## config.mk

```make
export PLATFORM = sky130hd
export DESIGN_NAME = fpu_cvt_w_unit
export DESIGN_NICKNAME = d
export VERILOG_FILES = /design/src/rtl/cpu_defs_pkg.sv /design/src/rtl/fpu_float2int.sv /design/src/rtl/fpu_cvt_w_unit.sv
export SDC_FILE = /design/constraint.sdc
export NUM_CORES = 1
export LEC_CHECK = 0
export ABC_AREA = 1
export BUFFER_PORTS_ARGS = -buffer_cell sky130_fd_sc_hd__buf_4
export CORE_MARGIN = 5
export CORE_UTILIZATION = 40
export DETAILED_ROUTE_END_ITERATION = 16
export PLACE_DENSITY_LB_ADDON = 0.2
export SKIP_LAST_GASP = 1
export SLEW_MARGIN = 10
export SYNTH_ARGS = -nofsm -noshare
export SYNTH_HDL_FRONTEND = slang
export SYNTH_SLANG_ARGS = --single-unit
```

## constraint.sdc

```tcl
create_clock -name clk -period 4.71 [get_ports clk]
set_input_delay 0.942 -clock clk [delete_from_list [all_inputs] [get_ports clk]]
set_output_delay 0.942 -clock clk [all_outputs]
set_load 0.03 [all_outputs]
```

## src/rtl/cpu_defs_pkg.sv

```systemverilog
// cpu_defs: shared CPU/FPU types, op codes and constants.
package cpu_defs;
  typedef logic [31:0] Word_t;
  typedef enum logic [2:0] {
    CVT_CVT   = 3'd0,
    CVT_TRUNC = 3'd1,
    CVT_ROUND = 3'd2,
    CVT_CEIL  = 3'd3,
    CVT_FLOOR = 3'd4
  } CvtOp_t;
  typedef enum logic [1:0] {RM_RN, RM_RZ, RM_RP, RM_RM} FpuRm_t;
  localparam Word_t FPU_INT_INVALID = 32'h7FFFFFFF;
  function automatic CvtOp_t cvt_resolve(input logic [2:0] op, input FpuRm_t rm);
    if (op != 3'd0) return CvtOp_t'(op);
    return rm == RM_RN ? CVT_ROUND : rm == RM_RZ ? CVT_TRUNC : rm == RM_RP ? CVT_CEIL : CVT_FLOOR;
  endfunction
endpackage

```

## src/rtl/fpu_float2int.sv

```systemverilog
// fpu_float2int: combinational single-precision to signed 32-bit integer conversion.
module fpu_float2int
  import cpu_defs::*;
(
  input  CvtOp_t op_i,
  input  Word_t  src_i,
  output Word_t  res_o,
  output logic   invalid_o
);
  logic        sgn, g, st, inc, big, zero, tiny;
  logic [7:0]  e;
  logic [22:0] f;
  logic [4:0]  k;
  logic [55:0] w;
  logic [31:0] ip;
  logic [32:0] mag, lim;
  always_comb begin
    sgn  = src_i[31];
    e    = src_i[30:23];
    f    = src_i[22:0];
    zero = e == 8'd0;
    tiny = e < 8'd126;
    big  = e >= 8'd158;
    // mantissa shifted so bits [55:24] are the integer part and [23:0] the fraction
    k    = 5'(e - 8'd126);
    w    = 56'({1'b1, f}) << k;
    ip   = tiny ? 32'd0 : w[55:24];
    g    = tiny ? 1'b0 : w[23];
    st   = tiny ? 1'b1 : |w[22:0];
    inc  = zero ? 1'b0 :
           op_i == CVT_ROUND ? g :
           op_i == CVT_CEIL  ? !sgn && (g || st) :
           op_i == CVT_FLOOR ? sgn && (g || st) : 1'b0;
    mag  = big ? 33'h080000000 : {1'b0, ip} + 33'(inc);
    lim  = sgn ? 33'h080000000 : 33'h07FFFFFFF;
    invalid_o = e == 8'hFF || (big && (e != 8'd158 || f != 23'd0)) || mag > lim;
    res_o = zero ? 32'd0 : invalid_o ? FPU_INT_INVALID : sgn ? -mag[31:0] : mag[31:0];
  end
endmodule

```

## src/rtl/fpu_cvt_w_unit.sv

```systemverilog
// fpu_cvt_w_unit: two-stage float-to-word conversion pipeline with sticky flags.
module fpu_cvt_w_unit
  import cpu_defs::*;
(
  input  logic        clk,
  input  logic        rst,
  input  logic        flush,
  input  logic        req_valid,
  output logic        req_ready,
  input  logic [2:0]  req_op,
  input  logic [1:0]  req_rm,
  input  logic [31:0] req_src,
  output logic        resp_valid,
  input  logic        resp_ready,
  output logic [31:0] resp_data,
  output logic        resp_invalid,
  output logic        resp_inexact,
  output logic [1:0]  flags,
  input  logic        flags_clr
);
  logic        s1_valid_q, s1_valid_d, s2_valid_q, s2_valid_d;
  logic [2:0]  s1_op_q, s1_op_d;
  FpuRm_t      s1_rm_q, s1_rm_d;
  Word_t       s1_src_q, s1_src_d;
  Word_t       s2_data_q, s2_data_d;
  logic        s2_inv_q, s2_inv_d, s2_inx_q, s2_inx_d;
  logic [1:0]  flags_q, flags_d;
  logic        s1_adv, s2_adv, rsv, cvt_inv, frac_nz;
  logic [7:0]  e;
  logic [22:0] f;
  logic [4:0]  sh;
  Word_t       cvt_res;
  CvtOp_t      op_eff;

  assign op_eff = cvt_resolve(s1_op_q, s1_rm_q);

  fpu_float2int u_f2i (
    .op_i      (op_eff),
    .src_i     (s1_src_q),
    .res_o     (cvt_res),
    .invalid_o (cvt_inv)
  );

  always_comb begin
    s2_adv = !s2_valid_q || resp_ready;
    s1_adv = !s1_valid_q || s2_adv;
    e      = s1_src_q[30:23];
    f      = s1_src_q[22:0];
    sh     = 5'(8'd150 - e);
    // fraction bits below the binary point: all of them under 1.0, none from 2^23 up
    frac_nz = e == 8'd0 ? |f : e < 8'd127 ? 1'b1 : e < 8'd150 ? |(f & ~(23'h7FFFFF << sh)) : 1'b0;
    rsv        = s1_op_q > 3'd4;
    s1_valid_d = flush ? 1'b0 : s1_adv ? req_valid : s1_valid_q;
    s2_valid_d = flush ? 1'b0 : s2_adv ? s1_valid_q : s2_valid_q;
    s1_op_d    = s1_adv && req_valid ? req_op : s1_op_q;
    s1_rm_d    = s1_adv && req_valid ? FpuRm_t'(req_rm) : s1_rm_q;
    s1_src_d   = s1_adv && req_valid ? req_src : s1_src_q;
    s2_data_d  = s2_adv && s1_valid_q ? (rsv ? 32'd0 : cvt_res) : s2_data_q;
    s2_inv_d   = s2_adv && s1_valid_q ? !rsv && cvt_inv : s2_inv_q;
    s2_inx_d   = s2_adv && s1_valid_q ? !rsv && !cvt_inv && frac_nz : s2_inx_q;
    flags_d    = flags_clr ? 2'b00 : resp_valid && resp_ready ? flags_q | {s2_inv_q, s2_inx_q} : flags_q;
  end

  always_ff @(posedge clk or posedge rst) begin
    if (rst) begin
      s1_valid_q <= 1'b0;
      s2_valid_q <= 1'b0;
      s1_op_q    <= 3'd0;
      s1_rm_q    <= RM_RN;
      s1_src_q   <= '0;
      s2_data_q  <= '0;
      s2_inv_q   <= 1'b0;
      s2_inx_q   <= 1'b0;
      flags_q    <= 2'b00;
    end else begin
      s1_valid_q <= s1_valid_d;
      s2_valid_q <= s2_valid_d;
      s1_op_q    <= s1_op_d;
      s1_rm_q    <= s1_rm_d;
      s1_src_q   <= s1_src_d;
      s2_data_q  <= s2_data_d;
      s2_inv_q   <= s2_inv_d;
      s2_inx_q   <= s2_inx_d;
      flags_q    <= flags_d;
    end
  end

  assign req_ready    = s1_adv;
  assign resp_valid   = s2_valid_q;
  assign resp_data    = s2_data_q;
  assign resp_invalid = s2_inv_q;
  assign resp_inexact = s2_inx_q;
  assign flags        = flags_q;
endmodule

```

==> results of run 1 <==
worst reg2reg max path, delay by kind of cell (launching register included):
kind | cells | cell delay [ps]
simple gates | 17 | 1700
compound gates | 9 | 1140
fa+ha+maj | 4 | 940
buf+inv | 6 | 810
flops | 1 | 420
cell usage after synthesis, drive strengths merged:
| library cell | instances | area, sq um |
|---|---|---|
| o21bai | 3 | 22.52 |
| xnor2 | 1 | 8.760 |
| ha | 45 | 563.0 |
| nand2 | 363 | 1433 |
| a22o | 3 | 26.28 |
| clkbuf | 17 | 63.81 |
| nand4 | 15 | 93.84 |
| o211ai | 3 | 22.52 |
| nor3b | 1 | 7.510 |
| nand3 | 255 | 1331 |
| a32o | 2 | 20.02 |
| xor2 | 5 | 51.30 |
| a221oi | 3 | 26.28 |
| nor4 | 7 | 43.79 |
| mux2 | 8 | 90.09 |
| o22ai | 2 | 12.51 |
| buf | 30 | 185.2 |
| a211oi | 1 | 7.510 |
| o31ai | 1 | 7.510 |
| a21oi | 72 | 360.4 |
| dfrtp | 75 | 1877 |
| nor2 | 118 | 575.6 |
| nor3 | 22 | 110.1 |
| a31oi | 4 | 25.02 |
| o21ai | 54 | 270.3 |
| nand3b | 3 | 22.52 |
| clkinv | 3 | 11.26 |
| o221ai | 1 | 8.760 |
| a22oi | 1 | 7.510 |
| inv | 141 | 529.3 |
where the power goes:
| group | switching, W | leakage [nW] | internal, W |
|---|---|---|---|
| Clock | 0.000272 | 0.137 | 0.000385 |
| Combinational | 0.00155 | 4.75 | 0.00106 |
| Sequential | 0.0000862 | 0.890 | 0.000754 |
final cells by class:
type | instances | area [sq um] | share of cell area [%]
clock inverters | 2 | 10.01 | 0.09120
flip-flops and latches | 75 | 1879 | 17.12
clock buffers | 14 | 264.0 | 2.405
multi-input cells | 993 | 5673 | 51.69
repair inverters | 1 | 16.27 | 0.1482
well taps | 265 | 331.6 | 3.021
inverters | 144 | 576.8 | 5.255
repair buffers | 272 | 2225 | 20.27
layer usage:
metal | global-route usage (%) | vias up
met5 | 0 | -
met4 | 6.633 | 0
met3 | 3.240 | 49
met2 | 37.85 | 279
met1 | 36.38 | 4315
li1 | - | 4664
sequential cells by signal, summed over array words and instances, names as in the netlist, 2 cells and up:
name       flops
s1_rm_q        2
s1_op_q        3
resp_data     32
flags          2
s1_src_q      32
logic make-up after synthesis:
kind of cell / Yosys count
buffers and inverters: 191
muxes: 8
and+or+nand+nor: 784
xor gates and xnor gates: 6
AOI/OAI and AO/OA: 150
adders and majority gates: 45
DFF: 75
timing repair:
| item | CTS | global route |
|---|---|---|
| resized for setup | 97 | 35 |
| buffers inserted | 14 | 5 |
| cloned | 3 | 2 |
| pin swaps | 13 | 36 |
| setup endpoints to repair | 34 | 34 |
path summary, 6_finish.rpt:
kind | cells past startpoint | endpoint | from | slack, ps
max | 36 | resp_data[14] | s1_src_q[24] | -390
min | 2 | resp_data[24] | resp_data[24] | 470
max reg2reg | 36 | resp_data[14] | s1_src_q[24] | -390
min reg2reg | 2 | resp_data[24] | resp_data[24] | 470
max in group asynchronous | 3 | s1_src_q[25] | rst | 2960
min in group asynchronous | 2 | resp_data[6] | rst | 740
through the flow:
stage / util [%] / setup TNS [ps] / total power (W)
2_1_floorplan: - / 0 / 0.002257
3_3_place_gp: 51.09 / -9106 / 0.003142
3_5_place_dp: 51.09 / -13940 / 0.003156
4_1_cts: 55.67 / -5622 / 0.004015
5_1_grt: 56.77 / -23020 / 0.004405
6_report: 56.77 / -11420 / 0.004098
==> reports/qor.yml, run 1 <==
clockBufferDepth: 2
routabilityCongestion: 0.9465
cp-end-kind: "register"
cts_hold_buf: 0
die_x_microns: 149.8
wl_met1_microns: 13210
hold_path.class: "reg -> reg"
outcome: "finished, violations left"
leakagePower_nw: 5.778
critPathTopFamily: "simple AND/OR/NAND/NOR gates"
coreArea_sq_mm: 0.01933
critPathRequiredTime_ps: 4940
fmaxAchievable_mhz: 196.0
dr.max_layer_used: "met4"
cts.sinks: 75
power_density_mw_per_mm2: 373.4
fin_crit_sh_pct: 108.3
violations: "setup timing"
antennaDiodeCount: 0
syn_area_sq_mm: 0.007814
ant_nets: 0
fin_area_sq_mm: 0.01098
final_cells: 1766
drt_wl_total_microns: 27210
viasPerCell: 5.270
peakVddDrop_mv: 0.2049
placed_cells: 1726
synth_top_family_by_area: "simple AND/OR/NAND/NOR gates"
ys_seq_elements: 75
skew_ps: 7.090
cts.clk_slew.worst_paths_ps: 60
port_buffers: 80
met2_wirelength_microns: 12020
drive_gt1_share_pct: 31.38
track_usage_pct: 24.63
dpl-instance-area_sq_mm: 0.009878
cp.arrival_ps: 5330
initial_core_util_pct: 40.41
std_cell_rows: 51
yosys-mux-area-fraction_pct: 1.153
hold_ws_ps: 469.4
chipHeight_microns: 149.8
htree_levels: 3
fin_crit_ps: 5102
yosys.area_share.simple_pct: 46.29
antenna_found_initial: 0
synth_compound_area_share_pct: 10.46
drc: 0
drtIter0Drc: 768
avgSynthCellArea_sq_um: 6.206
synth_fp_nets: 1347
clockRootBuffer: "clkbuf_16"
area_growth_pct: 40.46
place_hpwl_microns: 21010
cts_tree: "built"
ioPinCount: 81
worst_pin_slew_ps: 811.4
slew_violations: 0
grt_pass1_vias: 8749
grt_max_degree: 65
nNetsFinal: 1584
dp_slack_ps: -514.4
cp-start-kind: "register"
hold_violations: 0
ys_types: 42
critPathKind: "reg -> reg"
cap_violations: 0
vias: 9307
yosysSeqAreaShare_pct: 24.02
yosys_warnings: 0
dr_wl_met3_microns: 1434
die_area_sq_mm: 0.02243
cpMaxStageDelayCell: "dfrtp_1"
worst-path-max-fanout: 8
layout_commonest_cell: "nand2_1"
setup-violations-final: 34
cp_slowest_stage_delay_ps: 420
slew_headroom_pct: 45.91
first_pass_iters: 5
syn-instance-count: 1259
cp.buffers_inverters: 6
n_fill_cell: 1876
overflow: 0
numCtsBuffers: 9
layout_common_cells: "nand2_1, buf_4, nand3_1, inv_1, nor2_1"
synthAdderAreaFrac_pct: 7.206
grt_pass1_wl_microns: 44680
yosys.area_share.xor_xnor_pct: 0.7686
setup_ws_ps: -391.6
routedWlPerCell_microns: 15.41
rsz0062_at_grt: "yes"
clk-insertion-delay-late_ps: 350
(Power assumes the default switching activity.)
==> run 2: changes to the inputs <==
--- a/config.mk
+++ b/config.mk
@@ -5,7 +5,6 @@
 export SDC_FILE = /design/constraint.sdc
 export NUM_CORES = 1
 export LEC_CHECK = 0
-export ABC_AREA = 1
 export BUFFER_PORTS_ARGS = -buffer_cell sky130_fd_sc_hd__buf_4
 export CORE_MARGIN = 5
 export CORE_UTILIZATION = 40
==> run 2 against run 1 <==
  * The flow still finishes with violations (setup timing)
  * First-iteration DRC count shrank 7.2%
  * Utilization grew 3.5 points
  * Worst hold slack lost 1.9 ps
  * Register-to-register slack lost 1700 ps
  * Setup slack lost 1700 ps
  * Die area grew 5.2%
  * Total power grew 16%
  * Area after synthesis grew 5.6%
  * Routed wire length grew 18%
==> reports/qor.yml, run 2 <==
outcome: "finished, violations left"
violations: "setup timing"
final-seq-area_sq_mm: 0.001881
synth_fp_nets: 1059
initial_core_util_pct: 40.64
fmaxAchievable_mhz: 147.6
place_hpwl_microns: 25650
antenna_found_initial: 0
syn-instance-count: 971
yosys-mux-area-fraction_pct: 17.69
yosys_warnings: 0
port_buffers: 80
grt_pass1_wl_microns: 50270
drive_gt1_share_pct: 43.35
synth_top_cell_by_area: "dfrtp_1"
layout_common_cells: "buf_4, nand2_1, dfrtp_1, nor2_1, mux2_2"
slew_headroom_pct: 27.64
layout_commonest_cell: "buf_4"
die_area_sq_mm: 0.02359
hold_violations: 0
vias: 9471
r2r-start: "s1_src_q[24]"
cts.sinks: 75
synthTopCellsByArea: "dfrtp_1, mux2_2, ha_1"
setup-violations-final: 34
cp-start-kind: "register"
cpMaxStageDelayCell: "mux4_2"
routedWlPerCell_microns: 19.88
cap_violations: 0
numCtsBuffers: 9
htree_levels: 3
cts_hold_buf: 0
ioPinCount: 81
synth-main-ff-cell: "dfrtp_1"
leakagePower_nw: 5.814
ant_nets: 0
multi_input_area_sq_mm: 0.006264
hold_start: "resp_data[15]"
synthArstFlopShare_pct: 100.0
yosys.area_share.simple_pct: 21.26
fin_crit_ps: 6775
n_fill_cell: 1833
synthAdderAreaFrac_pct: 6.825
clockBufferDepth: 2
clockRootBuffer: "clkbuf_16"
drc: 0
worst_pin_slew_ps: 1074
cts.clk_slew.worst_paths_ps: 60
worst-path-max-fanout: 12
overflow: 0
fin_area_sq_mm: 0.01223
area_growth_pct: 48.29
synth.top_cell.area_share_pct: 22.75
grt_max_degree: 65
drtIter0Drc: 713
slew_violations: 0
synth_edf_count: 0
antennaDiodeCount: 0
setup_ws_ps: -2065
cp-end-kind: "register"
drt_wl_total_microns: 32110
synth_compound_area_share_pct: 22.83
skew_ps: 7.167
cp_slowest_stage_delay_ps: 490
ys_types: 85
power_density_mw_per_mm2: 389.0
yosys.area_share.xor_xnor_pct: 3.473
hold_path.class: "reg -> reg"
dpl-instance-area_sq_mm: 0.01143
clk-insertion-delay-late_ps: 350
cts_tree: "built"
std_cell_rows: 52
first_pass_iters: 5
synth_top_family_by_area: "compound AO/OA/AOI/OAI gates"
track_usage_pct: 26.39
viasPerCell: 5.864
yosysSeqAreaShare_pct: 22.75
fin_total_pwr_w: 0.004758
dp_slack_ps: -2266
fin_crit_sh_pct: 143.8
grt_pass1_vias: 9006
ys_seq_elements: 75
routabilityCongestion: 1.007
syn_area_sq_mm: 0.008249
nNetsFinal: 1429
chipHeight_microns: 153.6
synth_commonest_cells: "nand2_1, dfrtp_1, nor2_1"
crit_start: "s1_src_q[24]"
cp.arrival_ps: 7010
peakVddDrop_mv: 0.1938
avgSynthCellArea_sq_um: 8.496
synth_most_common_cell: "nand2_1"
die_x_microns: 153.6
coreArea_sq_mm: 0.02030
critPathRequiredTime_ps: 4950
critPathKind: "reg -> reg"
rsz0062_at_grt: "yes"
[run 2: changes by cell type after synthesis, sizes merged, moves of 17 or more]
| cell | previous run | this run |
|---|---|---|
| nor2 | 118 | 63 |
| and3 | 0 | 17 |
| mux2 | 8 | 58 |
| nand3 | 255 | 34 |
| a21o | 0 | 20 |
| clkbuf | 17 | 44 |
| nand2 | 363 | 102 |
| mux2i | 0 | 40 |
| a21oi | 72 | 47 |
| xnor2 | 1 | 25 |
| inv | 141 | 31 |
| mux4 | 0 | 18 |
[run 2: critical path, delay by kind of cell (launching register included)]
| family | cells | cell delay [ps] |
|---|---|---|
| xor gates and xnor gates | 1 | 280 |
| muxes | 2 | 840 |
| and+or+nand+nor | 9 | 1780 |
| AOI/OAI and AO/OA | 10 | 1690 |
| buffers and inverters | 5 | 660 |
| adders and majority gates | 4 | 960 |
| DFF | 1 | 450 |
[run 2: routing by layer]
| layer | vias up | wire length [microns] | part of all wire, % | global-route usage, % |
|---|---|---|---|---|
| li1 | 4476 | - | - | - |
| met1 | 4594 | 14560 | 45 | 37.52 |
| met3 | 59 | 2114 | 6.6 | 3.907 |
| met4 | 0 | 947 | 2.9 | 7.653 |
| met2 | 342 | 14490 | 45 | 41.78 |
| met5 | - | 0 | 0 | 0 |
[run 2: where the power goes]
part / total (W) / internal, W / switching (W) / leakage [nW]
Combinational: 0.00313 / 0.00152 / 0.00161 / 4.76
Clock: 0.000759 / 0.000461 / 0.000298 / 0.145
Sequential: 0.000869 / 0.000772 / 0.0000966 / 0.907
[run 2: stage by stage]
step	hold slack (ps)	TNS (ps)	std cells	util, %
3_3_place_gp	452.8	-64440	1570	56.30
5_1_grt	495.9	-78140	1615	60.26
3_5_place_dp	457.9	-73530	1570	56.30
6_report	467.6	-65690	1615	60.26
4_1_cts	471.3	-62490	1608	59.38
2_1_floorplan	508.9	-66650	971	-
[run 2: area by class of cell]
class                           count  area share (%)
Clock buffer                       10           1.872
Multi-Input combinational cell    800           51.20
Timing Repair Buffer              424           27.18
Tap cell                          270           2.762
Inverter                           31          0.9614
Clock inverter                      5          0.6546
Sequential cell                    75           15.37
[run 2: cell families (layout without fill, tap and decap cells)]
| group | Yosys count | in the layout |
|---|---|---|
| mux | 116 | 116 |
| flops | 75 | 75 |
| buf+inv | 97 | 470 |
| fa+ha+maj | 45 | 45 |
| xor+xnor | 31 | 31 |
| simple gates | 343 | 344 |
| compound gates | 264 | 264 |
[run 2: what timing repair did]
item	in CTS	in global routing
pin swaps	10	5
buffers inserted	21	6
resized for setup	32	20
endpoints found under the setup margin	34	34
cloned	2	2
[run 2: final timing paths]
path	cells past startpoint	end	slack (ps)
worst max-delay path	31	resp_data[29]	-2060
worst min-delay path	2	resp_data[15]	470
worst max register to register	31	resp_data[29]	-2060
worst min register to register	2	resp_data[15]	470
max in group asynchronous	3	s1_src_q[24]	3080
min in group asynchronous	2	flags[1]	660
